**config.mk**
```make
export PLATFORM = sky130hd
export DESIGN_NAME = if_stage
export DESIGN_NICKNAME = d
export VERILOG_FILES = /design/src/rtl/if_stage.sv
export SDC_FILE = /design/constraint.sdc
export NUM_CORES = 1
export LEC_CHECK = 0
export ABC_AREA = 1
export CORE_AREA = 2 2 121 123
export CTS_CLUSTER_SIZE = 24
export DETAILED_ROUTE_END_ITERATION = 7
export DIE_AREA = 0 0 123 125
export GPL_TIMING_DRIVEN = 0
export PLACE_DENSITY = 0.79
export SYNTH_ARGS = -nofsm -noshare
export SYNTH_HDL_FRONTEND = slang
export SYNTH_SLANG_ARGS = --single-unit
```
**constraint.sdc**
```tcl
create_clock -name clk -period 1.9 [get_ports clk]
set_clock_uncertainty 0.1 [all_clocks]
set_input_delay 0.19 -clock clk [delete_from_list [all_inputs] [get_ports clk]]
set_output_delay 0.19 -clock clk [all_outputs]
set_load 0.1 [all_outputs]
```
**src/rtl/if_stage.sv**
```systemverilog
// Instruction fetch stage: PC register, next-PC select and IF/ID register.
// Define IF_STAGE_INT_EN to build in interrupt entry, eret and the epc register.
module if_stage #(
    parameter logic [31:0] RESET_PC = 32'h0000_0000,
    parameter logic [31:0] INT_VEC  = 32'h0000_0030
) (
    input  logic        clk,
    input  logic        rst_n,
    input  logic        stall,
    input  logic        br_taken,
    input  logic [31:0] br_target,
    input  logic        jump,
    input  logic [31:0] jump_target,
    input  logic        eret,
    input  logic        int_req,
    output logic [31:0] pc_out,
    input  logic [31:0] inst_in,
    output logic        if_id_valid,
    output logic [31:0] if_id_inst,
    output logic [31:0] if_id_pc,
    output logic [31:0] if_id_pc4,
    output logic        int_ack,
    output logic [31:0] epc
);

    typedef struct packed {
        logic        valid;
        logic [31:0] inst;
        logic [31:0] pc;
        logic [31:0] pc4;
    } if_id_t;

    localparam if_id_t BUBBLE = '0;

    logic [31:0] pc;
    logic [31:0] pc_seq;
    logic [31:0] pc_nxt;
    logic [31:0] epc_q;
    logic        int_ack_q;
    if_id_t      if_id;

    logic sel_br;
    logic sel_jump;
    logic sel_eret;
    logic sel_int;
    logic sel_hold;
    logic sel_seq;
    logic redirect;

    assign pc_seq = pc + 32'd4;

    // One-hot selects so the decoder below sees exclusive arms
    assign sel_br   = br_taken;
    assign sel_jump = jump & ~br_taken;

`ifdef IF_STAGE_INT_EN
    logic int_mask;

    assign sel_eret = eret & ~br_taken & ~jump;
    assign sel_int  = int_req & ~int_mask & ~stall
                    & ~br_taken & ~jump & ~eret;

    always_ff @(posedge clk) begin
        if (!rst_n) begin
            epc_q     <= 32'h0;
            int_mask  <= 1'b0;
            int_ack_q <= 1'b0;
        end else begin
            int_ack_q <= sel_int;
            if (sel_int) begin
                epc_q    <= pc;
                int_mask <= 1'b1;
            end else if (sel_eret) begin
                int_mask <= 1'b0;
            end
        end
    end
`else
    logic unused_int;

    assign unused_int = int_req ^ eret;
    assign sel_eret   = 1'b0;
    assign sel_int    = 1'b0;
    assign epc_q      = 32'h0;
    assign int_ack_q  = 1'b0;
`endif

    assign redirect = sel_br | sel_jump | sel_eret;
    assign sel_hold = stall & ~redirect & ~sel_int;
    assign sel_seq  = ~(redirect | sel_int | sel_hold);

    always_comb begin
        pc_nxt = pc_seq;
        unique case (1'b1)
            sel_br:   pc_nxt = br_target;
            sel_jump: pc_nxt = jump_target;
            sel_eret: pc_nxt = epc_q;
            sel_int:  pc_nxt = INT_VEC;
            sel_hold: pc_nxt = pc;
            default:  pc_nxt = pc_seq;
        endcase
        pc_nxt[1:0] = 2'b00;
    end

    always_ff @(posedge clk) begin
        if (!rst_n) begin
            pc    <= {RESET_PC[31:2], 2'b00};
            if_id <= BUBBLE;
        end else begin
            pc <= pc_nxt;
            if (redirect | sel_int) begin
                if_id <= BUBBLE;
            end else if (sel_seq) begin
                if_id <= {1'b1, inst_in, pc, pc_seq};
            end
        end
    end

    assign pc_out      = pc;
    assign if_id_valid = if_id.valid;
    assign if_id_inst  = if_id.inst;
    assign if_id_pc    = if_id.pc;
    assign if_id_pc4   = if_id.pc4;
    assign int_ack     = int_ack_q;
    assign epc         = epc_q;

endmodule

```
==> flow_metrics.py, run 1 <==
metrics = {
    "global_routing": {
        "grt_pass1_vias": 5731,
        "met2_usage_pct": 41.60,
        "grt_util_all_layers_pct": 25.38,
        "antenna_found_initial": 0,
        "overflow": 0,
        "grt_pass1_wl_mm": 29.93,
        "use_met1_pct": 30.24,
        "met3_usage_pct": 8.349,
        "grt.busiest_layer": "met2",
        "grt_max_degree": 17,
    },
    "cells_and_area": {
        "final_util_pct": 60.93,
        "finalNetCount": 1132,
        "fin_area_mm2": 0.008655,
        "layout-drive-gt1-share_pct": 25.36,
        "syn2layout_area_growth_pct": 53.78,
    },
    "pwr": {
        "power_density_mw_per_mm2": 890.0,
        "clkPwrFrac_pct": 39.4,
        "power.leakage_nw": 3.531,
        "comb_power_share_pct": 24.2,
        "p_int_mw": 4.954,
        "seq_power_share_pct": 36.4,
        "p_sw_mw": 2.749,
        "p_sw_share_pct": 35.69,
        "ir_drop_uv": 620.6,
    },
    "synth": {
        "syn_inst": 754,
        "syn_area_mm2": 0.005628,
        "synthTopCellsByArea": "dfxtp_1, nor2_1, nand2_1",
        "yosysUniqueCellTypes": 33,
        "synth-edff-count": 0,
        "netlist.area_leader.share_pct": 43.75,
        "synth_top_family_by_area": "simple AND/OR/NAND/NOR gates",
        "ys_warn_count": 0,
        "synthTopCellsByCount": "nor2_1, nand2_1, dfxtp_1",
        "ys_seq_area_share_pct": 43.75,
        "synthSimpleGateAreaFrac_pct": 29.72,
        "synthArstFlopShare_pct": 0,
        "synthFlopType": "dfxtp_1",
        "postSynthAreaPerCell_um2": 7.464,
        "synth_xor_area_share_pct": 0.4669,
        "synth_area_leader_cell": "dfxtp_1",
        "ys_ff_latch": 123,
        "synthMuxAreaShare_pct": 0,
        "yosysMostFrequentCell": "nor2_1",
        "synth-compound-area-share_pct": 14.94,
        "yosys.area_share.adder_pct": 0.2223,
    },
    "worst_setup_path": {
        "critical_path.top_delay_family": "buffers and inverters",
        "critPathLaunchType": "flop",
        "arrival_ns": 1.59,
        "cp_num_cells": 1,
        "cp_cell_sequence": "clkdlybuf4s15_1",
        "critical_path_required_ns": 1.61,
        "startpoint": "if_id_pc4[5]$_SDFFE_PP0N_",
        "cp_max_fo": 2,
        "crit_end": "if_id_pc4[5]",
        "critPathMaxStageDelay_ns": 0.83,
        "r2r_start": "pc_out[3]$_SDFFE_PN0N_",
        "r2r_cells": 9,
        "worstReg2RegEnd": "pc_out[30]$_SDFFE_PN0N_",
        "crit_buf_inv": 1,
        "worstSetupPathType": "flop to primary output",
        "slowest_stage": "clkdlybuf4s15_1",
        "worstSetupEndpointType": "primary output",
        "r2r_slack_ns": 0.18,
    },
    "timing": {
        "min_period_ns": 1.875,
        "drv_slew": 0,
        "grt_setup_unrepaired": "no",
        "maxSlewHeadroom_pct": 35.07,
        "setup_viol": 0,
        "max_freq_mhz": 533.3,
        "hold_viol": 0,
        "worst_slew_pin_slew_ns": 0.9777,
        "finalCritPeriodShare_pct": 98.70,
    },
    "die": {
        "die_h_um": 125,
        "start_util_pct": 39.62,
        "num_rows": 44,
        "io_pins": 265,
        "core_mm2": 0.01420,
        "die_area_mm2": 0.01538,
        "fp.dieW_um": 123,
    },
    "job": {
        "maxCapViolations": 0,
    },
    "placed_design": {
        "port_buffers": 217,
        "dpl.hpwl_mm": 14.70,
        "gp_congestion": 0.9223,
        "placed_cell_area_mm2": 0.008209,
    },
    "clock_network": {
        "clk_latency_ns": 0.43,
        "htreeDepth": 4,
        "clockBufferDepth": 2,
        "cts_buffers": 17,
        "cts.sinks": 123,
        "cts_tree": "built",
        "holdBufCountCts": 0,
        "cts.root.buffer_cell": "clkbuf_16",
        "clkTransAtPathRegs_ns": 0.06,
    },
    "detailed_routing": {
        "dr_total_vias": 6044,
        "totalWireLength_mm": 19.52,
        "final_antenna_net_count": 0,
        "via_per_inst": 4.930,
        "drtPass1Iterations": 5,
        "drt-initial-drc-count": 349,
        "drc": 0,
        "wl_per_cell_um": 15.92,
    },
    "status": {
        "status": "complete, no violations",
    },
    "hold_path": {
        "hold_path.class": "input pin to flop",
    },
}
## registers in the layout (all words and copies together), names as in the netlist
name,flops
if_id_valid,1
if_id_inst,32
pc_out,30
if_id_pc,30
if_id_pc4,30
## worst min-delay path by stage
stage                                     startpoint                          to  slack (ns)  cells after the start
after floorplan                                rst_n     pc_out[10]$_SDFFE_PN0N_        0.22                      2
after global placement    if_id_pc4[18]$_SDFFE_PP0N_  if_id_pc4[18]$_SDFFE_PP0N_        0.35                      2
after detailed placement   if_id_pc4[3]$_SDFFE_PP0N_   if_id_pc4[3]$_SDFFE_PP0N_        0.35                      2
after CTS                                   br_taken      pc_out[5]$_SDFFE_PN0N_        0.08                      3
after global routing                        br_taken      pc_out[6]$_SDFFE_PN0N_        0.12                      3
final                                       br_taken      pc_out[5]$_SDFFE_PN0N_        0.09                      3
## tightest hold or removal path, delay by kind of cell
family / cells / cell delay, ns
AO/OA/AOI/OAI: 1 / 0.09
buffers and inverters: 1 / 0.18
AND/OR/NAND/NOR: 1 / 0.09
## what timing repair did
action	CTS	global route
gates cloned	0	0
endpoints found under the setup margin	123	41
pin swaps	0	0
gates resized for setup	309	43
setup buffers	0	0
## final cells by class
| cell class | count | area, um2 |
|---|---|---|
| diodes | 1 | 2.502 |
| plain buffers | 81 | 485.5 |
| clock buffers | 18 | 429.2 |
| clock inverters | 14 | 125.1 |
| fillers | 1321 | 5549 |
| inverters | 33 | 123.9 |
| multi-input cells | 555 | 2699 |
| flip-flops and latches | 123 | 2499 |
| well taps | 184 | 230.2 |
| repair buffers | 217 | 2061 |
## layer usage
metal,part of all wire (%),vias up
li1,-,3004
met1,41,2714
met2,47,288
met3,9.8,38
met4,2.6,0
met5,0,-
## placed cells by master, fill, tap and decap left out, types with 5 or more instances in the layout
master and instances:
nor2_1 143, clkdlybuf4s15_1 17, buf_2 25, clkbuf_2 39
nand3_1 33, dfxtp_1 96, o221ai_1 23, inv_1 31
clkbuf_16 17, clkinv_4 5, clkdlybuf4s50_1 94, o21ai_0 24
dfxtp_2 26, conb_1 39, clkbuf_1 16, a21oi_2 6
a211oi_1 19, clkdlybuf4s15_2 67, nor2_4 9, a21oi_1 56
nand2_2 5, nor3_1 45, buf_4 40, nand2_1 125
## through the flow
step	power (mW)	instances	TNS [ns]	setup slack [ns]	hold slack, ns
after floorplan	4.219	792	-0.0006105	-0.0006105	0.2209
after global placement	4.738	1193	-2.250	-0.1744	0.3520
after detailed placement	4.747	1193	-1.711	-0.1523	0.3547
after CTS	7.727	1225	0	0.0001257	0.07817
after global routing	7.931	1225	0	0.00006595	0.1175
final	7.703	1226	0	0.02477	0.08714
## logic make-up (layout without fill, tap and decap cells)
logic type               Yosys count  after routing
other                              1             40
adder cells (fa/ha/maj)            1              1
XOR/XNOR                           3              3
flip-flops                       123            123
buffers and inverters            114            363
AO/OA/AOI/OAI                    134            134
AND/OR/NAND/NOR                  378            378
## power by group through the flow
stage | clock (mW) | sequential [mW] | combinational, mW
5_1_grt | 3.17 | 2.81 | 1.95
2_1_floorplan | 0 | 3.50 | 0.724
4_1_cts | 3.06 | 2.80 | 1.87
6_report | 3.03 | 2.80 | 1.87
3_3_place_gp | 0 | 2.85 | 1.89
3_5_place_dp | 0 | 2.85 | 1.89
(Power assumes the default switching activity.)
==> run 2, diff against run 1 <==
Settings changed: SKIP_LAST_GASP from default to 1.
==> run 2 against run 1 <==
Clock power hardly changed. Final cell count stayed put. Sequential power hardly changed. Wire length hardly changed. Utilization hardly changed. Final area hardly changed. Fmax stayed put. Critical endpoint unchanged. Highest routed layer unchanged.
==> flow_metrics.py, run 2 (synthesized netlist as in run 1, its figures left out) <==
metrics = {
    "detailed_routing": {
        "route.met2.wl_mm": 9.105,
        "met3_length_mm": 1.905,
        "totalWireLength_mm": 19.52,
        "top_layer_used": "met4",
        "dr_total_vias": 6044,
        "drtPass1Iterations": 5,
        "final_antenna_net_count": 0,
        "via_per_inst": 4.930,
        "wl_met1_mm": 8.002,
        "drt-initial-drc-count": 349,
        "drc": 0,
        "wl_per_cell_um": 15.92,
    },
    "job": {
        "maxCapViolations": 0,
    },
    "timing": {
        "hold_ws_ns": 0.08714,
        "finalCritPeriodShare_pct": 98.70,
        "worst_slack_ns": 0.02477,
        "maxSlewHeadroom_pct": 35.07,
        "drv_slew": 0,
        "worst_slew_pin_slew_ns": 0.9777,
        "setup_viol": 0,
        "fin_tns_setup_ns": 0,
        "hold_viol": 0,
        "min_period_ns": 1.875,
        "max_freq_mhz": 533.3,
        "grt_setup_unrepaired": "no",
    },
    "clock_network": {
        "htreeDepth": 4,
        "clkTransAtPathRegs_ns": 0.06,
        "cts_buffers": 17,
        "holdBufCountCts": 0,
        "clk_latency_ns": 0.43,
        "clockBufferDepth": 2,
        "cts_tree": "built",
        "cts.root.buffer_cell": "clkbuf_16",
        "cts.sinks": 123,
    },
    "worst_setup_path": {
        "critical_path.top_delay_family": "buffers and inverters",
        "slowest_stage": "clkdlybuf4s15_1",
        "cp_num_cells": 1,
        "worstSetupEndpointType": "primary output",
        "crit_end": "if_id_pc4[5]",
        "cp_cell_sequence": "clkdlybuf4s15_1",
        "critPathLaunchType": "flop",
        "startpoint": "if_id_pc4[5]$_SDFFE_PP0N_",
        "worstReg2RegEnd": "pc_out[30]$_SDFFE_PN0N_",
        "arrival_ns": 1.59,
        "critPathMaxStageDelay_ns": 0.83,
        "critical_path_required_ns": 1.61,
        "worstSetupPathType": "flop to primary output",
        "r2r_cells": 9,
        "r2r_slack_ns": 0.19,
        "r2r_start": "pc_out[3]$_SDFFE_PN0N_",
        "crit_buf_inv": 1,
        "cp_max_fo": 2,
    },
    "die": {
        "start_util_pct": 39.62,
        "core_mm2": 0.01420,
        "die_area_mm2": 0.01538,
        "die_h_um": 125,
        "fp.dieW_um": 123,
        "io_pins": 265,
        "num_rows": 44,
    },
    "cells_and_area": {
        "fin_area_mm2": 0.008648,
        "multiInputGateArea_mm2": 0.002699,
        "fin_cells": 1226,
        "seq_area_mm2": 0.002499,
        "final.fill_count": 1323,
        "largest_register_ffs": 32,
        "final_common_cell": "nor2_1",
        "final_util_pct": 60.89,
        "finalNetCount": 1132,
        "layout-drive-gt1-share_pct": 25.36,
        "syn2layout_area_growth_pct": 53.67,
        "mostFrequentLayoutCells": "nor2_1, nand2_1, dfxtp_1",
    },
    "pwr": {
        "ir_drop_uv": 620.6,
        "power.leakage_nw": 3.531,
        "power_density_mw_per_mm2": 890.5,
        "fin_total_pwr_mw": 7.702,
    },
    "status": {
        "status": "complete, no violations",
    },
    "placed_design": {
        "placed_cell_area_mm2": 0.008209,
        "gp_congestion": 0.9223,
        "placedCellCount": 1193,
        "dpl.hpwl_mm": 14.70,
        "dp_slack_ns": -0.1523,
        "port_buffers": 217,
    },
    "global_routing": {
        "antenna_found_initial": 0,
        "grt_max_degree": 17,
        "grt_pass1_vias": 5732,
        "grt_util_all_layers_pct": 25.38,
        "overflow": 0,
        "grt_pass1_wl_mm": 29.93,
    },
    "hold_path": {
        "hold_path.class": "input pin to flop",
        "worstHoldStart": "br_taken",
    },
}
run 2: changes by cell type in the layout (fill, tap and decap cells not counted):
cell,change
clkbuf_2,+1
clkdlybuf4s15_2,-1
run 2: metal layers:
layer | vias up | track usage [%]
met5 | - | 0
met4 | 0 | 10.76
met3 | 38 | 8.349
met2 | 284 | 41.60
met1 | 2719 | 30.24
li1 | 3003 | -
run 2: cell type report:
class                           count  share of cell area, %
Buffer                             81                  5.613
Antenna cell                        1                0.02894
Clock inverter                     14                  1.447
Timing Repair Buffer              217                  23.76
Inverter                           33                  1.432
Tap cell                          184                  2.662
Sequential cell                   123                  28.89
Multi-Input combinational cell    555                  31.21
Clock buffer                       18                  4.962
run 2: worst min path at each step:
stage / slack, ns / to / cells past startpoint
2_1_floorplan: 0.22 / pc_out[10]$_SDFFE_PN0N_ / 2
3_3_place_gp: 0.35 / if_id_pc4[18]$_SDFFE_PP0N_ / 2
3_5_place_dp: 0.35 / if_id_pc4[3]$_SDFFE_PP0N_ / 2
4_1_cts: 0.08 / pc_out[5]$_SDFFE_PN0N_ / 3
5_1_grt: 0.12 / pc_out[6]$_SDFFE_PN0N_ / 3
6_report: 0.09 / pc_out[5]$_SDFFE_PN0N_ / 3
run 2: power by group:
part / switching, mW / internal [mW] / total, mW
registers: 0.117 / 2.69 / 2.80
clock network: 1.24 / 1.80 / 3.03
logic: 1.39 / 0.471 / 1.87
run 2: repair_timing:
| action | in CTS | in global routing |
|---|---|---|
| buffers inserted | 0 | 0 |
| gates resized for setup | 307 | 45 |
| pin swaps | 0 | 0 |
| endpoints found under the setup margin | 123 | 42 |
run 2: tightest hold or removal path, cell delays in order:
cell     delay [ns]
buf_2          0.18
nand2_1        0.09
a41oi_1        0.09
